<file path="src/rtl/ripple_count_sampler.sv">
// Samples an asynchronous ripple-counter bus into the clk domain and waits for it to settle.
// Presents a settled snapshot and the modular delta from the previous snapshot over valid/ready.
module ripple_count_sampler #(
  parameter int SIZE          = 8,
  parameter int STABLE_CYCLES = 2,
  parameter int MAX_TRIES     = 4
) (
  input  logic            clk,
  input  logic            reset,
  input  logic [SIZE-1:0] value_in,
  input  logic            sample_req,
  output logic            busy,
  output logic            out_valid,
  input  logic            out_ready,
  output logic [SIZE-1:0] count,
  output logic [SIZE-1:0] delta,
  output logic            timeout
);

  localparam int SW = (STABLE_CYCLES > 1) ? $clog2(STABLE_CYCLES) : 1;
  localparam int TW = (MAX_TRIES > 1) ? $clog2(MAX_TRIES) : 1;
  localparam logic [SW-1:0] STABLE_LAST = SW'(STABLE_CYCLES - 1);
  localparam logic [TW-1:0] TRIES_LAST  = TW'(MAX_TRIES - 1);

  typedef enum logic [1:0] {IDLE, SETTLE, COMPARE, HOLD} state_t;

  state_t          state_reg, state_next;
  logic [SIZE-1:0] s1, s2;
  logic [SIZE-1:0] prev, last_count;
  logic            settle_cnt;
  logic [SW-1:0]   stable_cnt;
  logic [TW-1:0]   tries;

  logic            match, stable_done, force_acc, accept;
  logic [SIZE-1:0] accept_value;

  assign match        = (s2 == prev);
  assign stable_done  = match && (stable_cnt == STABLE_LAST);
  assign force_acc    = !match && (tries == TRIES_LAST);
  assign accept       = (state_reg == COMPARE) && (stable_done || force_acc);
  // A forced accept takes the freshest synchronized sample, not the stale prev.
  assign accept_value = match ? prev : s2;

  always_ff @(posedge clk) begin
    if (reset) state_reg <= IDLE;
    else       state_reg <= state_next;
  end

  always_comb begin
    state_next = state_reg;
    case (state_reg)
      IDLE:    if (sample_req) state_next = SETTLE;
      SETTLE:  if (settle_cnt) state_next = COMPARE;
      COMPARE: if (accept)     state_next = HOLD;
      HOLD:    if (out_ready)  state_next = IDLE;
      default: state_next = IDLE;
    endcase
  end

  always_comb begin
    busy      = (state_reg != IDLE);
    out_valid = (state_reg == HOLD);
  end

  always_ff @(posedge clk) begin
    if (reset) begin
      s1         <= '0;
      s2         <= '0;
      prev       <= '0;
      last_count <= '0;
      count      <= '0;
      delta      <= '0;
      timeout    <= 1'b0;
      settle_cnt <= 1'b0;
      stable_cnt <= '0;
      tries      <= '0;
    end else begin
      s1 <= value_in;
      s2 <= s1;
      case (state_reg)
        IDLE: begin
          if (sample_req) begin
            settle_cnt <= 1'b0;
            stable_cnt <= '0;
            tries      <= '0;
          end
        end
        SETTLE: begin
          settle_cnt <= settle_cnt + 1'b1;
          if (settle_cnt) prev <= s2;
        end
        COMPARE: begin
          if (match) begin
            if (!stable_done) stable_cnt <= stable_cnt + 1'b1;
          end else begin
            prev       <= s2;
            stable_cnt <= '0;
            tries      <= tries + 1'b1;
          end
          if (accept) begin
            count      <= accept_value;
            delta      <= accept_value - last_count;
            last_count <= accept_value;
            timeout    <= force_acc;
          end
        end
        default: ;
      endcase
    end
  end

endmodule
</file>
<file path="config.mk">
export PLATFORM = sky130hd
export DESIGN_NAME = ripple_count_sampler
export DESIGN_NICKNAME = d
export VERILOG_FILES = /design/src/rtl/ripple_count_sampler.sv
export SDC_FILE = /design/constraint.sdc
export NUM_CORES = 1
export LEC_CHECK = 0
export CAP_MARGIN = 20
export CORE_ASPECT_RATIO = 0.6
export CORE_MARGIN = 2
export CORE_UTILIZATION = 40
export CTS_CLUSTER_DIAMETER = 30
export DETAILED_ROUTE_END_ITERATION = 8
export HOLD_SLACK_MARGIN = 0.06
export PLACE_DENSITY = 0.6
export SYNTH_ARGS = -nofsm -noshare
export SYNTH_HDL_FRONTEND = slang
export SYNTH_SLANG_ARGS = --single-unit
</file>
<file path="constraint.sdc">
create_clock -name clk -period 4.6 [get_ports clk]
set_clock_uncertainty 0.1 [all_clocks]
set_input_delay 0.69 -clock clk [delete_from_list [all_inputs] [get_ports clk]]
set_output_delay 0.69 -clock clk [all_outputs]
set_load 0.02 [all_outputs]
</file>
* Yosys cells after proc, flatten, opt, wreduce, memory -nomap -nowiden *
Cells that the tools add are included.

word-level totals
  register bits = 47
  bits in latches = 0
  bits in writable memories = 0
  memory bits (read-only) = 0
  input bits = 12
  word-level logic and storage cells = 57
  memories = 0

operators by class
  add/sub/neg operators = 4
  $mul = 0
  div/mod/pow operators = 0
  order comparisons = 0
  eq/ne operators = 11
  shift-type cells = 0
  muxes and demuxes = 16
  bitwise logic cells = 0
  reduce and logical (&&, ||, !) cells = 16

operator list
  cell                 count
  $mux 8               2
  $pmux 8 s2           1
  $mux 2               6
  $eq 8x8->1           1
  $ne 2x2->1 const B   4
  $pmux 2 s4           1
  $reduce_bool 2->1    4
  $sub 8x8->8          1
  $eq 2x2->1 const B   3
  $reduce_and 2->1     3
  $reduce_and 3->1     2
  $pmux 1 s2           2
  $pmux 2 s2           1
  $reduce_and 4->1     1
  $logic_and 1x1->1    3
  $mux 1               3
  $ne 3x3->1 const B   1
  $add 1x1->1 const B  2
  $add 2x1->2 const B  1
  $eq 2x1->1 const B   1
  $logic_not 2->1      1
  $ne 2x1->1 const B   1
  $logic_not 1->1      1
  $logic_or 1x1->1     1

* Longest topological paths before layout *
Gate-level depths: netlist of the first run.

  depth in word-level cells = 7
  mapped depth = 8
  mapped depth without buffers = 8

* Worst setup path after synthesis of the first run *
Ideal clock, no wire load.

  path kind = reg2reg
  from = register last_count[2]
  to = register delta[6]
  arrival time = 1767 ps
  slack = 2641 ps
  cell stages (with the launch flop) = 8
  path buffers = 0
  cells stage by stage = dfxtp_1 > inv_1 > ha_1 > nor2b_1 > o31a_1 > o21a_1 > o21a_1 > o32ai_1

on the way
  cells in the longest elaborated chain, start to end = 1

ends and longest elaborated chain
  item                    line  text
  start, declared         29    logic [SIZE-1:0] prev, last_count;
  start signal, assigned  103   last_count <= accept_value;
  $sub 8x8->8             102   delta <= accept_value - last_count;
  end signal, assigned    102
  end, declared           16    output logic [SIZE-1:0] delta,

Every way passes these cells.
A chain may end at the register's enable or synchronous reset.

* Worst setup path in the final report of the first run *
  from = register state_reg[1]
  to = output port busy

on the way
  cells in the longest elaborated chain, start to end = 1

ends and longest elaborated chain
  item                    line  text
  start, declared         27    state_t state_reg, state_next;
  start signal, assigned  46    else state_reg <= state_next;
  $reduce_bool 2->1       61    busy = (state_reg != IDLE);
  end, declared           12    output logic busy,

Every way passes these cells.

==> run metrics, run 1 <==
Std-Cell Rows=21; First-pass DRT Iterations=4; CP Data Arrival Time=1.73 ns; CTS Buf Count=5; Pwr Density=364 mW/mm2; detailed-placement wirelength estimate=3.40 mm; Die X-Extent=102 um; Worst Tran Pin Value=1.07 ns; core area=0.00560 mm2; Fin. Hold Viols=0; sequential power share=0.451; Gate Count Post-Synth=252; most frequent cell after synthesis=dfxtp_1; Post-Syn Area=0.00232 mm2; crit path capture type=output port; number of post-CTS setup repair buffers=0; Critical Path Start Type=flop; sw power=approximately 330 uW; largest net degree at the start of global routing=30; clock buffer depth=2; RSZ-0062 raised after global routing=no; port bufs=30; #FFs+latches synth=47; CTS Root Cell=clkbuf_8; drt wl/cell=13.1 um; Post-synth top cells=dfxtp_1 (47), a21oi_1 (20), nor2b_1 (19), inv_1 (16), nand2_1 (15); Switching Share=0.336; layout cells sized above 1=0.0842; min Tclk post-route=2.52 ns; Initial DRC Count=between 60 and 70; Die ar.=0.00646 mm2; Synth Warn #=0; slew margin rel.=0.287; Area Growth Syn to Fin=17.5%; fin nets=298; crit share post-route=0.547; Ports=31; vias per cell=4.88; post-route DRC violation count=0; Final ANT Viol Nets=0; via count=roughly 1,700; Post-CTS Resized=0; total gr overflow=0; Comb power frac=0.275; diodes inserted=0; power share of the clock group=0.275; fmax=approximately 0.40 GHz; status=completed; Reg clk slew, reported paths=0.10 ns; GRT Total Usage=0.151; Post-Synthesis Net Count=278; Seq/Total Area, Yosys=0.405; synth top area cells=dfxtp_1 (40%), ha_1 (7.0%), nor2b_1 (5.1%); post-route insts no fill=353; library cells used by synthesis=45; TNS Setup=0 ns; worst-path fanout max=4; leading area contributor after synthesis=dfxtp_1; max-cap violation count=0; Worst Setup Path Type=flop to output port; Critical Path RT=about 3.8 ns; hold_buf cts=0; Worst Hold Class=flop to flop; antenna violations before repair=0; Syn Area/Cell=9.23 um2; top_reg_cell synth=dfxtp_1; first-pass GRT wire length=about 7.4 mm; clk_lat worst skew=0.31 ns; VDD IR max=about 0.00014 V; max-slew violation count=0; cell total after placement=345; Initial Util=0.415; CTS Sinks=47; Cell Int Power=around 660 uW; H-tree depth=2; GP Congestion=0.800; static leakage=about 0.00098 uW; fin util=0.488; total wire length=4.62 mm; Async S/R FF share, synth=0; Synth top area share=0.405; number of flops mapped to enable cells by yosys=0; Final setup viols=0; TritonCTS clock tree=done; number of global-route vias before repair=1,510; die height=63.1 um
critical path: stages (launching register included):
cell and delay [ns]:
dfxtp_1 0.41, inv_1 0.10, ha_1 0.25, inv_1 0.07, clkdlybuf4s50_1 0.59
kinds of logic (layout without fill, tap and decap cells):
family	Yosys count	count (layout)	share of synthesized area
AND/OR/NAND/NOR	80	80	0.197
AO/OA/AOI/OAI	58	58	0.164
flip-flops	47	47	0.405
buffers and inverters	34	55	0.0667
adder cells (fa/ha/maj)	14	14	0.0786
XOR/XNOR	11	11	0.0544
multiplexers	8	8	0.0350
cell usage in the layout (no fill, tap or decap), drive strengths merged:
| master | n |
|---|---|
| a211oi | 3 |
| a21o | 1 |
| a21oi | 22 |
| a221oi | 1 |
| a22oi | 1 |
| a31oi | 1 |
| and4 | 2 |
| buf | 1 |
| clkbuf | 5 |
| clkdlybuf4s50 | 30 |
| clkinvlp | 1 |
| dfxtp | 47 |
| fa | 1 |
| ha | 13 |
| inv | 18 |
| mux2 | 1 |
| mux2i | 7 |
| nand2 | 16 |
| nand2b | 4 |
| nand3 | 12 |
| nand3b | 1 |
| nand4 | 3 |
| nand4b | 1 |
| nor2 | 12 |
| nor2b | 19 |
| nor3 | 6 |
| nor4 | 2 |
| o21a | 7 |
| o21ai | 16 |
| o22ai | 1 |
| o31a | 2 |
| o31ai | 1 |
| o32ai | 2 |
| or4 | 2 |
| xnor2 | 10 |
| xor2 | 1 |
area by class of cell:
cell class,count,area [um2]
multi-input cells,171,1230
inverters,16,60.1
clock inverters,3,25.0
fillers,536,2870
flip-flops and latches,47,941
clock buffers,5,68.8
repair buffers,31,308
well taps,80,100
per-stage QoR:
step	instance area (um2)	hold slack, ns	worst slack (ns)	total power (uW)
3_3_place_gp	2640	0.320	1.92	726
4_1_cts	2730	0.345	2.08	998
5_1_grt	2730	0.358	1.96	1050
6_report	2730	0.341	2.08	993
3_5_place_dp	2640	0.322	1.89	730
2_1_floorplan	2320	0.314	2.64	670
power groups by stage:
stage / clock network [uW] / logic [uW] / registers [uW]
2_1_floorplan: 0 / 218 / 452
3_3_place_gp: 0 / 269 / 457
3_5_place_dp: 0 / 272 / 457
4_1_cts: 277 / 273 / 448
5_1_grt: 299 / 301 / 452
6_report: 273 / 273 / 448
worst paths after layout:
| kind | startpoint | cells after the start | slack [ns] | to |
|---|---|---|---|---|
| min reg2reg | s1[3] | 1 | 0.34 | s2[3] |
| max | state_reg[1] | 4 | 2.08 | busy |
| min | s1[3] | 1 | 0.34 | s2[3] |
| max reg2reg | state_reg[0] | 6 | 2.13 | delta[5] |
metal layers:
| layer | vias up | GRT usage | routed length, um |
|---|---|---|---|
| met5 | - | 0 | 0 |
| met4 | 0 | 0.0650 | 74 |
| met3 | 8 | 0.0433 | 223 |
| met2 | 33 | 0.193 | 1670 |
| met1 | 780 | 0.230 | 2660 |
| li1 | 900 | - | - |
No activity file was read; power rests on OpenSTA's default activity.
==> inputs of run 2 (changes only) <==
--- a/config.mk
+++ b/config.mk
@@ -12,7 +12,7 @@
 export CTS_CLUSTER_DIAMETER = 30
 export DETAILED_ROUTE_END_ITERATION = 8
 export HOLD_SLACK_MARGIN = 0.06
-export PLACE_DENSITY = 0.6
+export PLACE_DENSITY = 0.62
 export SYNTH_ARGS = -nofsm -noshare
 export SYNTH_HDL_FRONTEND = slang
 export SYNTH_SLANG_ARGS = --single-unit
==> constraint.sdc (replaced) <==
create_clock -name clk -period 2 [get_ports clk]
set_clock_uncertainty 0.1 [all_clocks]
set_input_delay 0.3 -clock clk [delete_from_list [all_inputs] [get_ports clk]]
set_output_delay 0.3 -clock clk [all_outputs]
set_load 0.02 [all_outputs]
==> run metrics, run 2 (synthesis results as in run 1) <==
TNS Setup=0 ns (unchanged); clock buffer depth=2 (unchanged); fin nets=318 (was 298); Final ANT Viol Nets=0 (unchanged); via count=1,849 (was 1,721); worst-path fanout max=3 (was 4); flop2flop setup slack=0.02 ns (was 2.13 ns); hold_buf cts=0 (unchanged); max-slew violation count=0 (unchanged); Max stage delay cell, worst path=dfxtp_2 (was clkdlybuf4s50_1); status=completed (unchanged); crit share post-route=0.988; CTS Root Cell=clkbuf_8 (unchanged); detailed-placement wirelength estimate=3.80 mm (was 3.40 mm); Reg2Reg Launch Point=s2[0] (was state_reg[0]); clk_lat worst skew=0.31 ns (about the same); CP Buf/Inv Count=1 (was 3); Cell Chain, Critical Path=inv_1 -> ha_2 -> fa_2 -> nor2b_2 -> o31a_1 -> o21a_1 -> o21a_1 -> o32ai_2 (was inv_1 -> ha_1 -> inv_1 -> clkdlybuf4s50_1); static leakage=0.00110 uW (was 0.000976 uW); Critical Path RT=2.13 ns (was 3.81 ns); antenna violations before repair=0 (unchanged); Max stage delay on crit path=0.35 ns (was 0.59 ns); total gr overflow=0 (unchanged); diodes inserted=0 (unchanged); RR Endpoint=delta[6] (was delta[5]); post-route DRC violation count=0 (unchanged); Pwr Density=798 mW/mm2 (was 364 mW/mm2); GP Congestion=0.792 (was 0.800); min Tclk post-route=1.98 ns; VDD IR max=0.000269 V (was 0.000136 V); TritonCTS clock tree=done (unchanged); Area Growth Syn to Fin=27.2% (was 17.5%); pre-CTS setup slack=-0.0365 ns (was 1.89 ns); max-cap violation count=0 (unchanged); slew margin rel.=0.750 (was 0.287); CTS Buf Count=5 (unchanged); Total Power=2360 uW (was 993 uW); first-pass GRT wire length=8.45 mm (was 7.36 mm); fin util=0.528 (was 0.488); port bufs=30 (unchanged); Critical Path Start Type=flop (unchanged); fin worst setup slack=0.0238 ns (was 2.08 ns); fmax=0.506 GHz; Ports=31 (unchanged); Worst Setup Path Type=flop to flop (was flop to output port); GRT Total Usage=0.170 (was 0.151); Std-Cell Rows=21 (unchanged); CTS Sinks=47 (unchanged); hold endpoint=s2[1] (was s2[3]); First-pass DRT Iterations=4 (unchanged); Hold Crit Depth=1 (unchanged); fillers=531 (was 536); crit path capture type=flop (was output port); Initial DRC Count=73 (was 62); number of global-route vias before repair=1,704 (was 1,510); Initial Util=0.415 (unchanged); Worst path top cell family by delay=compound AO/OA/AOI/OAI gates (was buffers and inverters); hold_sp=s1[1] (was s1[3]); die height=63.1 um (unchanged); Die ar.=0.00646 mm2 (unchanged); Most common cell on crit path=o21a_1 (was inv_1); most common cell after layout, fill and taps aside=dfxtp_1 (unchanged); H-tree depth=2 (unchanged); layout cells sized above 1=0.191 (was 0.0842); Worst Tran Pin Value=0.375 ns (was 1.07 ns); Register-to-Register Path Depth=8 (was 6); Final setup viols=0 (unchanged); largest net degree at the start of global routing=25 (was 30); Worst Hold Class=flop to flop (unchanged); CP Data Arrival Time=2.11 ns (was 1.73 ns); drt wl/cell=14.0 um (was 13.1 um); most frequent cells in the layout=dfxtp_1 (42), clkdlybuf4s50_1 (29), a21oi_1 (20) (was dfxtp_1 (47), clkdlybuf4s50_1 (30), a21oi_1 (20)); Die X-Extent=102 um (unchanged); core area=0.00560 mm2 (unchanged); total wire length=5.22 mm (was 4.62 mm); vias per cell=4.96 (was 4.88); Fin. Hold Viols=0 (unchanged); Reg clk slew, reported paths=0.10 ns (about the same)
==> run 2: cell count changes in the layout (fill, tap and decap cells not counted), moves of 2 or more <==
| cell | before | now |
|---|---|---|
| ha_1 | 13 | 10 |
| buf_12 | 0 | 2 |
| buf_4 | 1 | 19 |
| dfxtp_1 | 47 | 42 |
| ha_2 | 0 | 2 |
| dfxtp_2 | 0 | 4 |
==> run 2: final cells by class <==
type	instances	area, um2	share of cell area
multi-input cells	171	1270	0.429
flip-flops and latches	47	950	0.321
repair buffers	51	482	0.163
well taps	80	100	0.0339
clock buffers	5	68.8	0.0233
inverters	16	60.1	0.0203
clock inverters	3	27.5	0.00931
==> run 2: worst max-delay path by stage <==
stage / start / endpoint / slack [ns] / cells past startpoint
after floorplan: last_count[2] / delta[6] / 0.04 / 7
after global placement: s2[0] / delta[6] / 0.03 / 8
after detailed placement: s2[0] / delta[6] / -0.04 / 8
after CTS: last_count[1] / delta[5] / 0.02 / 7
after global routing: s2[0] / delta[6] / -0.006 / 8
final: s2[0] / delta[6] / 0.02 / 8
==> run 2: worst register-to-register path: stages (launching register included) <==
cell	delay, ns
dfxtp_2	0.35
inv_1	0.06
ha_2	0.19
fa_2	0.22
nor2b_2	0.05
o31a_1	0.26
o21a_1	0.22
o21a_1	0.19
o32ai_2	0.25
==> run 2: through the flow <==
stage / std cells / hold WS (ns) / instance area [um2]
global placement: 360 / 0.325 / 2760
floorplan: 252 / 0.314 / 2320
finish: 373 / 0.345 / 2960
detailed placement: 360 / 0.323 / 2760
global route: 373 / 0.358 / 2960
CTS: 369 / 0.345 / 2880
==> run 2: where the power goes <==
group | internal, uW | total [uW] | switching, uW
registers | 986 | 1030 | 41.1
clock network | 259 | 625 | 366
logic | 328 | 706 | 378
==> run 2: metal layers <==
| metal | global-route usage | vias to the layer above | routed length, um |
|---|---|---|---|
| li1 | - | 935 | - |
| met1 | 0.273 | 864 | 2940 |
| met2 | 0.217 | 45 | 1980 |
| met3 | 0.0422 | 5 | 236 |
| met4 | 0.0483 | 0 | 53 |
| met5 | 0 | - | 0 |
==> run 2: what timing repair did <==
item	in CTS	in global routing
setup endpoints to repair	2	15
setup buffers	1	4
resized for setup	5	10
hold endpoints to repair	0	0
pin swaps	1	5
cloned	0	0
==> inputs of run 3 (changes only) <==
--- a/config.mk
+++ b/config.mk
@@ -12,6 +12,7 @@
 export CTS_CLUSTER_DIAMETER = 30
 export DETAILED_ROUTE_END_ITERATION = 8
 export HOLD_SLACK_MARGIN = 0.06
+export MAX_ROUTING_LAYER = met4
 export PLACE_DENSITY = 0.62
 export SYNTH_ARGS = -nofsm -noshare
 export SYNTH_HDL_FRONTEND = slang
==> run metrics, run 3 (synthesis results as in run 1) <==
Area Growth Syn to Fin=27.2% (unchanged); sequential power share=0.436 (was 0.435); crit path capture type=flop (unchanged); Switching Share=0.331 (was 0.333); status=completed (unchanged); Initial DRC Count=70 (was 73); die height=63.1 um (unchanged); flop2flop setup slack=0.02 ns (about the same); Cell Int Power=1570 uW (about the same); antenna violations before repair=0 (unchanged); area of the multi-input gates=0.00127 mm2 (unchanged); Final ANT Viol Nets=0 (unchanged); port bufs=30 (unchanged); via count=1,852 (was 1,849); Worst Setup Path Type=flop to flop (unchanged); clk_lat worst skew=0.31 ns (about the same); fin worst setup slack=0.0243 ns (was 0.0238 ns); CP Data Arrival Time=2.10 ns (was 2.11 ns); drt wl/cell=13.9 um (was 14.0 um); max-slew violation count=0 (unchanged); Final Cell Area=0.00296 mm2 (unchanged); CP startpoint=s2[0] (unchanged); Worst Hold Class=flop to flop (unchanged); diodes inserted=0 (unchanged); layout cells sized above 1=0.191 (unchanged); Critical Path Start Type=flop (unchanged); slew margin rel.=0.749 (was 0.750); GRT Total Usage=0.174 (was 0.170); post-route DRC violation count=0 (unchanged); fmax=0.506 GHz (about the same); Final setup viols=0 (unchanged); Pwr Density=796 mW/mm2 (was 798 mW/mm2); Reg clk slew, reported paths=0.10 ns (about the same); power share of the clock group=0.264 (was 0.265); Ports=31 (unchanged); First-pass DRT Iterations=4 (unchanged); GP Congestion=0.803 (was 0.792); H-tree depth=2 (unchanged); register area=950 um2 (unchanged); VDD IR max=0.000270 V (was 0.000269 V); CTS Sinks=47 (unchanged); Register-to-Register Path Depth=8 (unchanged); most common cell after layout, fill and taps aside=dfxtp_1 (unchanged); TritonCTS clock tree=done (unchanged); number of global-route vias before repair=1,707 (was 1,704); most frequent cells in the layout=dfxtp_1 (42), clkdlybuf4s50_1 (29), a21oi_1 (20) (unchanged); max-cap violation count=0 (unchanged); hold_buf cts=0 (unchanged); first-pass GRT wire length=8.44 mm (was 8.45 mm); Std-Cell Rows=21 (unchanged); Die ar.=0.00646 mm2 (unchanged); Die X-Extent=102 um (unchanged); Comb power frac=0.300 (was 0.299); Worst Tran Pin Value=0.376 ns (was 0.375 ns); detailed-placement wirelength estimate=3.80 mm (unchanged); vias per cell=4.97 (was 4.96); static leakage=0.00110 uW (unchanged); Fin. Hold Viols=0 (unchanged); total wire length=5.18 mm (was 5.22 mm); total gr overflow=0 (unchanged); crit share post-route=0.988 (about the same); fin nets=318 (unchanged); Worst Setup EP=delta[6] (unchanged); CTS Buf Count=5 (unchanged); Critical Path RT=2.13 ns (about the same); worst-path fanout max=3 (unchanged); Initial Util=0.415 (unchanged); largest net degree at the start of global routing=25 (unchanged); clock buffer depth=2 (unchanged); pre-CTS setup slack=-0.0365 ns (unchanged); min Tclk post-route=1.98 ns (about the same); fillers=531 (unchanged); TNS Setup=0 ns (unchanged); sw power=779 uW (was 784 uW); RR Endpoint=delta[6] (unchanged); DP Area=0.00276 mm2 (unchanged); Reg2Reg Launch Point=s2[0] (unchanged); CTS Root Cell=clkbuf_8 (unchanged); core area=0.00560 mm2 (unchanged)
==> run 3: cell counts in the layout (fill, tap and decap cells not counted) <==
Identical to the previous run, type by type.
==> run 3: power groups by stage <==
stage               Sequential, uW  Clock, uW  Combinational, uW
detailed placement            1050          0                701
global route                  1040        674                778
floorplan                     1040          0                502
global placement              1050          0                696
finish                        1030        620                706
CTS                           1030        639                700
==> run 3: worst min-delay path by stage <==
stage          startpoint  endpoint  depth (start not counted)
2_1_floorplan       s1[0]     s2[0]                          1
3_3_place_gp        s1[6]     s2[6]                          1
3_5_place_dp        s1[6]     s2[6]                          1
4_1_cts             s1[2]     s2[2]                          1
5_1_grt             s1[2]     s2[2]                          1
6_report            s1[2]     s2[2]                          1
==> run 3: worst max-delay path, cell delays in order, from the launching register on <==
cell     delay [ns]
dfxtp_2        0.35
inv_1          0.06
ha_2           0.19
fa_2           0.22
nor2b_2        0.05
o31a_1         0.27
o21a_1         0.22
o21a_1         0.19
o32ai_2        0.25
==> run 3: area by class of cell <==
type,instances,area share
clock buffers,5,0.0233
clock inverters,3,0.00931
multi-input cells,171,0.429
inverters,16,0.0203
repair buffers,51,0.163
well taps,80,0.0339
flip-flops and latches,47,0.321
==> run 3: metal layers <==
layer / share of wire / routed length [um] / GRT usage
met1: 0.54 / 2820 / 0.272
met2: 0.38 / 1960 / 0.217
met3: 0.068 / 353 / 0.0422
met4: 0.0089 / 46 / 0.0483
met5: 0 / 0 / -
==> run 3: what timing repair did <==
item | CTS | global route
gates resized for setup | 5 | 10
pin swaps | 1 | 5
cloned | 0 | 0
buffers inserted | 1 | 4
setup endpoints to repair | 2 | 15
==> run 3: per-stage QoR <==
step                 util  instances  power [uW]  hold WS (ns)
global route        0.528        373        2490         0.358
global placement    0.494        360        1750         0.325
CTS                 0.515        369        2370         0.345
detailed placement  0.494        360        1750         0.323
floorplan               -        252        1540         0.314
finish              0.528        373        2350         0.344
